$ cat src/rtl/msdap_pkg.sv
// rtl/msdap_pkg.sv - shared word width, sample type and deserializer state encoding
package msdap_pkg;
   localparam int WORD_W = 16;

   typedef logic [WORD_W-1:0] sample_t;

   typedef enum logic {
      DS_IDLE,
      DS_SHIFT
   } deser_state_t;
endpackage

$ cat src/rtl/msdap_shift_in.sv
// rtl/msdap_shift_in.sv - per-channel MSB-first shift register with restart
module msdap_shift_in #(
   parameter int WORD_W = 16
) (
   input  logic              clk,
   input  logic              rst_n,
   input  logic              clear,
   input  logic              shift,
   input  logic              restart,
   input  logic              din,
   output logic [WORD_W-1:0] word
);
   // Only WORD_W-1 bits are stored: the final bit is taken straight from din
   // on the completing tick, so the top loads the full word on that same edge.
   logic [WORD_W-2:0] sr;

   assign word = {sr, din};

   always_ff @(posedge clk or negedge rst_n) begin
      if (!rst_n) begin
         sr <= '0;
      end else if (clear) begin
         sr <= '0;
      end else if (restart) begin
         sr <= {{(WORD_W-2){1'b0}}, din};
      end else if (shift) begin
         sr <= word[WORD_W-2:0];
      end
   end
endmodule

$ cat src/rtl/msdap_serial_deserializer.sv
// rtl/msdap_serial_deserializer.sv - stereo serial-to-parallel word deserializer with valid/ready output
// Optional sample index counter and port: define MSDAP_SAMPLE_CNT_EN.
module msdap_serial_deserializer
   import msdap_pkg::*;
#(
   parameter int WORD_W = msdap_pkg::WORD_W
`ifdef MSDAP_SAMPLE_CNT_EN
   , parameter int SAMPLE_CNT_W = 16
`endif
) (
   input  logic              clk,
   input  logic              rst_n,
   input  logic              clear,
   input  logic              bit_tick,
   input  logic              frame,
   input  logic              in_l,
   input  logic              in_r,
   output logic [WORD_W-1:0] data_l,
   output logic [WORD_W-1:0] data_r,
   output logic              out_valid,
   input  logic              out_ready,
   output logic              frame_err,
   output logic              overrun
`ifdef MSDAP_SAMPLE_CNT_EN
   , output logic [SAMPLE_CNT_W-1:0] sample_idx
`endif
);
   localparam int CNT_W = $clog2(WORD_W);
   localparam logic [CNT_W-1:0] LAST_CNT = CNT_W'(WORD_W - 1);

   deser_state_t      state;
   logic [CNT_W-1:0]  bit_cnt;
   logic [WORD_W-1:0] word_l;
   logic [WORD_W-1:0] word_r;
   logic              restart;
   logic              shift_en;
   logic              last_bit;

   // A framed tick always starts a fresh word, whatever the current state.
   assign restart  = bit_tick && frame;
   assign shift_en = bit_tick && !frame && (state == DS_SHIFT);
   assign last_bit = shift_en && (bit_cnt == LAST_CNT);

   msdap_shift_in #(.WORD_W(WORD_W)) u_shift_l (
      .clk     (clk),
      .rst_n   (rst_n),
      .clear   (clear),
      .shift   (shift_en),
      .restart (restart),
      .din     (in_l),
      .word    (word_l)
   );

   msdap_shift_in #(.WORD_W(WORD_W)) u_shift_r (
      .clk     (clk),
      .rst_n   (rst_n),
      .clear   (clear),
      .shift   (shift_en),
      .restart (restart),
      .din     (in_r),
      .word    (word_r)
   );

   always_ff @(posedge clk or negedge rst_n) begin
      if (!rst_n) begin
         state     <= DS_IDLE;
         bit_cnt   <= '0;
         data_l    <= '0;
         data_r    <= '0;
         out_valid <= 1'b0;
         frame_err <= 1'b0;
         overrun   <= 1'b0;
      end else if (clear) begin
         state     <= DS_IDLE;
         bit_cnt   <= '0;
         out_valid <= 1'b0;
         frame_err <= 1'b0;
         overrun   <= 1'b0;
      end else begin
         if (out_valid && out_ready) begin
            out_valid <= 1'b0;
         end
         if (restart) begin
            if (state == DS_SHIFT) begin
               frame_err <= 1'b1;
            end
            state   <= DS_SHIFT;
            bit_cnt <= CNT_W'(1);
         end else if (last_bit) begin
            state   <= DS_IDLE;
            bit_cnt <= '0;
            // Slot is free if empty or being drained this very cycle.
            if (!out_valid || out_ready) begin
               data_l    <= word_l;
               data_r    <= word_r;
               out_valid <= 1'b1;
            end else begin
               overrun <= 1'b1;
            end
         end else if (shift_en) begin
            bit_cnt <= bit_cnt + CNT_W'(1);
         end
      end
   end

`ifdef MSDAP_SAMPLE_CNT_EN
   always_ff @(posedge clk or negedge rst_n) begin
      if (!rst_n) begin
         sample_idx <= '0;
      end else if (clear) begin
         sample_idx <= '0;
      end else if (out_valid && out_ready) begin
         sample_idx <= sample_idx + SAMPLE_CNT_W'(1);
      end
   end
`endif
endmodule

$ cat config.mk
export PLATFORM = sky130hd
export DESIGN_NAME = msdap_serial_deserializer
export DESIGN_NICKNAME = d
export VERILOG_FILES = /design/src/rtl/msdap_pkg.sv /design/src/rtl/msdap_shift_in.sv /design/src/rtl/msdap_serial_deserializer.sv
export SDC_FILE = /design/constraint.sdc
export NUM_CORES = 1
export LEC_CHECK = 0
export BUFFER_PORTS_ARGS = -buffer_cell sky130_fd_sc_hd__buf_2
export CORE_ASPECT_RATIO = 2
export CORE_UTILIZATION = 55
export DETAILED_ROUTE_END_ITERATION = 12
export GPL_TIMING_DRIVEN = 0
export PLACE_DENSITY = 0.78
export SLEW_MARGIN = 10
export SYNTH_ARGS = -nofsm -noshare
export SYNTH_HDL_FRONTEND = slang
export SYNTH_SLANG_ARGS = --single-unit
$ cat constraint.sdc
create_clock -name clk -period 2.05 [get_ports clk]
set_clock_uncertainty 0.15 [all_clocks]
set_input_delay 0.5125 -clock clk [delete_from_list [all_inputs] [get_ports clk]]
set_output_delay 0.5125 -clock clk [all_outputs]
set_load 0.01 [all_outputs]
==> impl_metrics.csv, run 1 <==
group,metric,value,unit
die,core_region_area,4640,um^2
timing,setup_viol,0,
global_route,grt_overflow,0,
final_layout,nets,244,
final_layout,fin_cells,294,
drt,routed_wl,4830,um
die,io_pins,43,
die,die_y,101,um
critical_path,required,2120,ps
cts,insertion_delay,340,ps
critical_path,start_kind,"register",
timing,drv_slew,0,
logic_synthesis,yosysUniqueCellTypes,28,
cts,ctsRootBufferMaster,"clkbuf_8",
timing,setup_tns,0,ps
global_route,grt_use_total,0.211,
global_route,grtUsageMet3,0.0603,
global_route,use_met1,0.269,
placed_design,place.gp.congestion,0.887,
cts,cts_tree,"yes",
final_layout,num-fill-cells,381,
timing,relSlewSlack,0.696,
timing,finalCriticalPeriod,1920,ps
drt,drc_errors,0,
pwr,p_int,0.00184,W
status,status,"finished clean",
logic_synthesis,synth_nets,187,
pwr,pwr-share-clk,0.377,
cts,clock_path_buffers,2,
drt,initialDrtViolationCount,31,
die,start_util,0.578,
logic_synthesis,netlist_area,2680,um^2
critical_path,worstPathArrival,1990,ps
die,die_area,5180,um^2
logic_synthesis,yosys_warnings,0,
pwr,combPwrFrac,0.037,
drt,ant_nets,0,
placed_design,portBuffers,41,
logic_synthesis,ys_ff_latch,70,
drt,drt-vias-per-instance,5.75,
cts,cts_made_buffers,9,
cts,htree_levels,3,
timing,hold_ws,287,ps
placed_design,post-place-ws,-228,ps
global_route,grt-busiest-layer,"met2",
logic_synthesis,seq_area_frac_synth,0.653,
cts,cts.sinks,70,
global_route,grt_pass1_wl,7850,um
critical_path,critical_path_peak_fanout,10,
final_layout,diodes,0,
cts,path_clk_slew,70,ps
global_route,grt_antenna_before_repair,0,
logic_synthesis,synthCells,178,
final_layout,drive_gt1_frac,0.427,
die,rows,35,
pwr,vdd.ir_drop.worst,0.000558,V
timing,rsz0062_at_grt,"false",
global_route,use_met2,0.318,
global_route,grt_max_degree,65,
run,maxCapViolCount,0,
timing,finalCritPeriodShare,0.935,
global_route,grt_pass1_vias,1664,
placed_design,hpwl,3260,um
final_layout,syn_to_final_growth,18.5,%
drt,wl_per_cell,16.4,um
timing,tightest_slew,456,ps
critical_path,endpoint_kind,"register",
pwr,finalPower,0.00238,W
drt,dr.pass1.iters,4,
pwr,p_per_area,750,nW/um^2
pwr,swShare,0.229,
critical_path,critPathKind,"reg2reg",
drt,vias,1691,
min_path,hold_path_class,"in2reg",
pwr,p_seq_frac,0.586,
timing,fmax,522,MHz
pwr,cellLeakagePower,1.70,nW
timing,setup_ws,134,ps
logic_synthesis,syn_avg_cell_area,15.1,um^2
placed_design,dp_cells,275,
pwr,p_sw,0.000545,W
die,die_w,51.4,um
timing,finalHoldViolations,0,
==> worst max-delay path, cell delays in order (launching register included) <==
cell	delay [ps]
dfrtp_1	390
ha_1	230
nand3_2	140
nor3b_4	240
buf_4	170
buf_6	150
mux2_2	340
==> flip-flops by register name, indices dropped and copies added, names as in the netlist <==
name / count
data_r: 16
u_shift_r.sr: 15
u_shift_l.sr: 15
frame_err: 1
overrun: 1
out_valid: 1
state: 1
bit_cnt: 4
data_l: 16
==> layout make-up <==
cell class / instances / area, um^2 / area share
Buffer: 11 / 68.8 / 0.0217
Clock buffer: 10 / 128 / 0.0402
Clock inverter: 5 / 27.5 / 0.00866
Inverter: 1 / 3.75 / 0.00118
Multi-Input combinational cell: 96 / 862 / 0.271
Sequential cell: 70 / 1750 / 0.551
Tap cell: 55 / 68.8 / 0.0217
Timing Repair Buffer: 46 / 268 / 0.0843
==> synth_stat cells <==
cell type	number	share of area
o311ai_0	1	0.0033
dfrtp_1	70	0.65
buf_2	4	0.0075
and3b_1	1	0.0033
nand3_1	1	0.0019
mux2_1	1	0.0042
mux2i_1	1	0.0037
mux2_2	33	0.14
nand2b_1	1	0.0023
nand3b_1	1	0.0028
a22o_1	29	0.095
inv_1	1	0.0014
clkbuf_1	4	0.0056
o21ai_0	1	0.0019
nor3b_4	1	0.0070
buf_6	3	0.013
and4bb_2	1	0.0047
o31ai_1	1	0.0028
o21a_1	1	0.0028
ha_1	1	0.0047
nor2b_1	3	0.0070
or3_1	1	0.0023
and3_1	1	0.0023
nand2_1	3	0.0042
o2111ai_1	1	0.0033
a31oi_1	3	0.0070
a21oi_1	5	0.0093
nor2_1	4	0.0056
==> path summary, 6_finish.rpt <==
kind / startpoint / to / slack (ps) / depth (start not counted)
max in group asynchronous: rst_n / data_r[11] / 850 / 3
min reg2reg: frame_err / frame_err / 340 / 2
min: in_r / data_r[0] / 290 / 2
min in group asynchronous: rst_n / data_l[6] / 390 / 2
max: bit_cnt[0] / data_l[0] / 130 / 6
max reg2reg: bit_cnt[0] / data_l[0] / 130 / 6
==> per-layer routing <==
layer  wire length (um)  up-vias
met3                168       14
met1               2060      858
met2               2430       46
met4                165        0
met5                  0        -
li1                   -      773
==> logic make-up (layout without fill, tap and decap cells) <==
family | after synthesis | in the layout | share of synthesized area
flops | 70 | 70 | 0.653
simple gates | 18 | 18 | 0.0434
mux | 35 | 35 | 0.147
compound gates | 42 | 42 | 0.125
fa+ha+maj | 1 | 1 | 0.00467
buf+inv | 12 | 73 | 0.0271
==> cells in the final DEF (no fill, tap or decap) <==
master,netlist,final
o21a_1,1,1
nand2_1,3,3
clkbuf_8,0,9
a21oi_1,5,5
mux2_1,1,1
o31ai_1,1,1
mux2_2,33,33
a31oi_1,3,3
clkinv_2,0,4
buf_16,0,1
or3_1,1,1
nor3b_4,1,1
nand3_2,0,1
o2111ai_1,1,1
dlygate4sd3_1,0,1
and3_1,1,1
ha_1,1,1
mux2i_1,1,1
dfrtp_1,70,70
buf_2,4,44
a22o_1,29,29
nor2_1,4,4
clkbuf_1,4,5
nand3b_1,1,1
nor2b_1,3,3
buf_4,0,4
inv_1,1,1
clkinvlp_4,0,1
buf_6,3,3
nand2b_1,1,1
o311ai_0,1,1
and3b_1,1,1
and4bb_2,1,1
o21ai_0,1,1
==> timing repair <==
action / 4_1_cts / 5_1_grt
hold buffers: 1 / 0
gates resized for setup: 0 / 1
endpoints found under the setup margin: 30 / 2
pin swaps: 1 / 0
setup buffers: 3 / 0
hold endpoints to repair: 6 / 0
==> power groups by stage <==
stage	logic (W)	registers, W	clock network [W]
2_1_floorplan	0.0000359	0.00142	0
3_3_place_gp	0.0000793	0.00142	0
3_5_place_dp	0.0000888	0.00142	0
4_1_cts	0.0000908	0.00140	0.000932
5_1_grt	0.000102	0.00140	0.000986
6_report	0.0000886	0.00140	0.000899
==> per-stage QoR <==
| stage | instance area (um^2) | utilization |
|---|---|---|
| 4_1_cts | 3170 | 0.684 |
| 3_3_place_gp | 2960 | 0.637 |
| 2_1_floorplan | 2680 | - |
| 6_report | 3180 | 0.685 |
| 3_5_place_dp | 2990 | 0.643 |
| 5_1_grt | 3180 | 0.685 |
No activity file was read; power rests on OpenSTA's default activity.
==> run 2, diff against run 1 <==
--- a/config.mk
+++ b/config.mk
@@ -10,7 +10,7 @@
 export CORE_UTILIZATION = 55
 export DETAILED_ROUTE_END_ITERATION = 12
 export GPL_TIMING_DRIVEN = 0
-export PLACE_DENSITY = 0.78
+export PLACE_DENSITY = 0.74
 export SLEW_MARGIN = 10
 export SYNTH_ARGS = -nofsm -noshare
 export SYNTH_HDL_FRONTEND = slang
==> run 2 against run 1 <==
Effect of this change:
- maximum frequency fell by 2.8%
- sequential power barely moved
- critical path type unchanged
- cell area fell by 0.20%
- sequential share of layout area up 0.11 points
- wire length grew 6.8%
- core utilization decreased by 0.13 points
- power is 8.1% higher
- hold slack got worse by 170 ps
- cell count shrank 1.0%
==> impl_metrics.csv, run 2 (synthesis results as in run 1) <==
group,metric,value,unit
placed_design,post-place-ws,-201,ps
placed_design,place_area,2960,um^2
timing,finalHoldViolations,0,
global_route,grt_pass1_vias,1713,
critical_path,critPathKind,"reg2reg",
cts,cts_tree,"yes",
pwr,p_int,0.00200,W
timing,setup_tns,0,ps
global_route,grt_pass1_wl,8490,um
pwr,combPwrFrac,0.031,
final_layout,syn_to_final_growth,18.3,%
cts,clock_path_buffers,2,
die,die_area,5180,um^2
critical_path,r2r-end,"data_r[0]",
timing,finalCriticalPeriod,1970,ps
placed_design,place.gp.congestion,0.750,
placed_design,dp_cells,274,
cts,insertion_delay,350,ps
timing,setup_ws,77.7,ps
critical_path,r2r_slack,80,ps
status,status,"finished clean",
drt,dr.pass1.iters,4,
placed_design,portBuffers,41,
drt,drt-vias-per-instance,5.83,
die,core_region_area,4640,um^2
timing,tightest_slew,850,ps
pwr,p_sw,0.000577,W
pwr,vdd.ir_drop.worst,0.000935,V
critical_path,start_kind,"register",
cts,cts.sinks,70,
drt,drc_errors,0,
pwr,cellLeakagePower,1.69,nW
drt,ant_nets,0,
die,io_pins,43,
pwr,pwr-share-clk,0.427,
final_layout,reg_top3,"data_l x16, data_r x16",
drt,wl_per_cell,17.7,um
cts,htree_levels,3,
drt,routed_wl,5160,um
pwr,p_seq_frac,0.542,
pwr,swShare,0.224,
timing,fmax,507,MHz
min_path,hold_path_class,"in2async",
run,maxCapViolCount,0,
cts,path_clk_slew,70,ps
global_route,grt_overflow,0,
die,start_util,0.578,
global_route,grt_antenna_before_repair,0,
final_layout,drive_gt1_frac,0.432,
drt,vias,1696,
timing,relSlewSlack,0.434,
drt,initialDrtViolationCount,24,
pwr,p_per_area,812,nW/um^2
final_layout,diodes,0,
cts,ctsRootBufferMaster,"clkbuf_8",
critical_path,required,2120,ps
timing,drv_slew,0,
final_layout,stdcell_area,3170,um^2
critical_path,r2r_start,"bit_cnt[0]",
global_route,grt_max_degree,71,
final_layout,final_common_cell,"dfrtp_1",
timing,setup_viol,0,
critical_path,ff2ff_path_depth,5,
cts,cts_made_buffers,9,
final_layout,nets,240,
critical_path,worstPathArrival,2040,ps
critical_path,endpoint_kind,"register",
cts,hold_buffers,0,
die,rows,35,
die,die_y,101,um
final_layout,final_cell_mix,"70 x dfrtp_1, 44 x buf_2, 33 x mux2_2",
global_route,grt_use_total,0.228,
final_layout,fin_cells,291,
placed_design,hpwl,3550,um
die,die_w,51.4,um
critical_path,crit_start,"bit_cnt[0]",
timing,finalCritPeriodShare,0.962,
critical_path,critical_path_peak_fanout,10,
[run 2: critical path, cell delays in order (launching register included)]
cell and delay, ps:
dfrtp_1 420, ha_2 250, nand3_2 120, nor3b_4 340, buf_6 210, mux2_2 350
[run 2: worst max path at each step]
stage	end	slack, ps	depth (start not counted)
after floorplan	data_l[11]	20	5
after global placement	data_r[11]	-150	5
after detailed placement	data_r[13]	-200	5
after CTS	data_r[0]	20	5
after global routing	data_r[0]	-0.1	5
final	data_r[0]	80	5
[run 2: area by class of cell]
type	instances	area, um^2
plain buffers	11	68.8
clock buffers	10	138
clock inverters	6	61.3
fillers	341	1470
inverters	1	3.75
multi-input cells	96	865
flip-flops and latches	70	1750
well taps	55	68.8
repair buffers	42	215
[run 2: repair_timing]
action / 4_1_cts / 5_1_grt
setup endpoints to repair: 30 / 30
buffers inserted: 1 / 0
endpoints found under the hold margin: 0 / 0
pin swaps: 1 / 1
resized for setup: 0 / 2
[run 2: per-stage QoR]
stage | total power, W | hold WS (ps) | utilization
global route | 0.00266 | 188 | 0.683
detailed placement | 0.00151 | 340 | 0.637
finish | 0.00258 | 121 | 0.683
global placement | 0.00150 | 317 | 0.637
floorplan | 0.00146 | 66.9 | -
CTS | 0.00261 | 145 | 0.682
[run 2: power by group through the flow]
stage	Clock, W	Sequential, W	Combinational [W]
after floorplan	0	0.00142	0.0000359
after CTS	0.00113	0.00140	0.0000826
after global placement	0	0.00142	0.0000778
after global routing	0.00118	0.00140	0.0000922
final	0.00110	0.00140	0.0000806
after detailed placement	0	0.00142	0.0000825
[run 2: routing by layer]
metal | routed length [um] | track usage
met2 | 2760 | 0.367
met1 | 2070 | 0.279
met4 | 139 | 0.129
met3 | 183 | 0.0498
met5 | 0 | 0
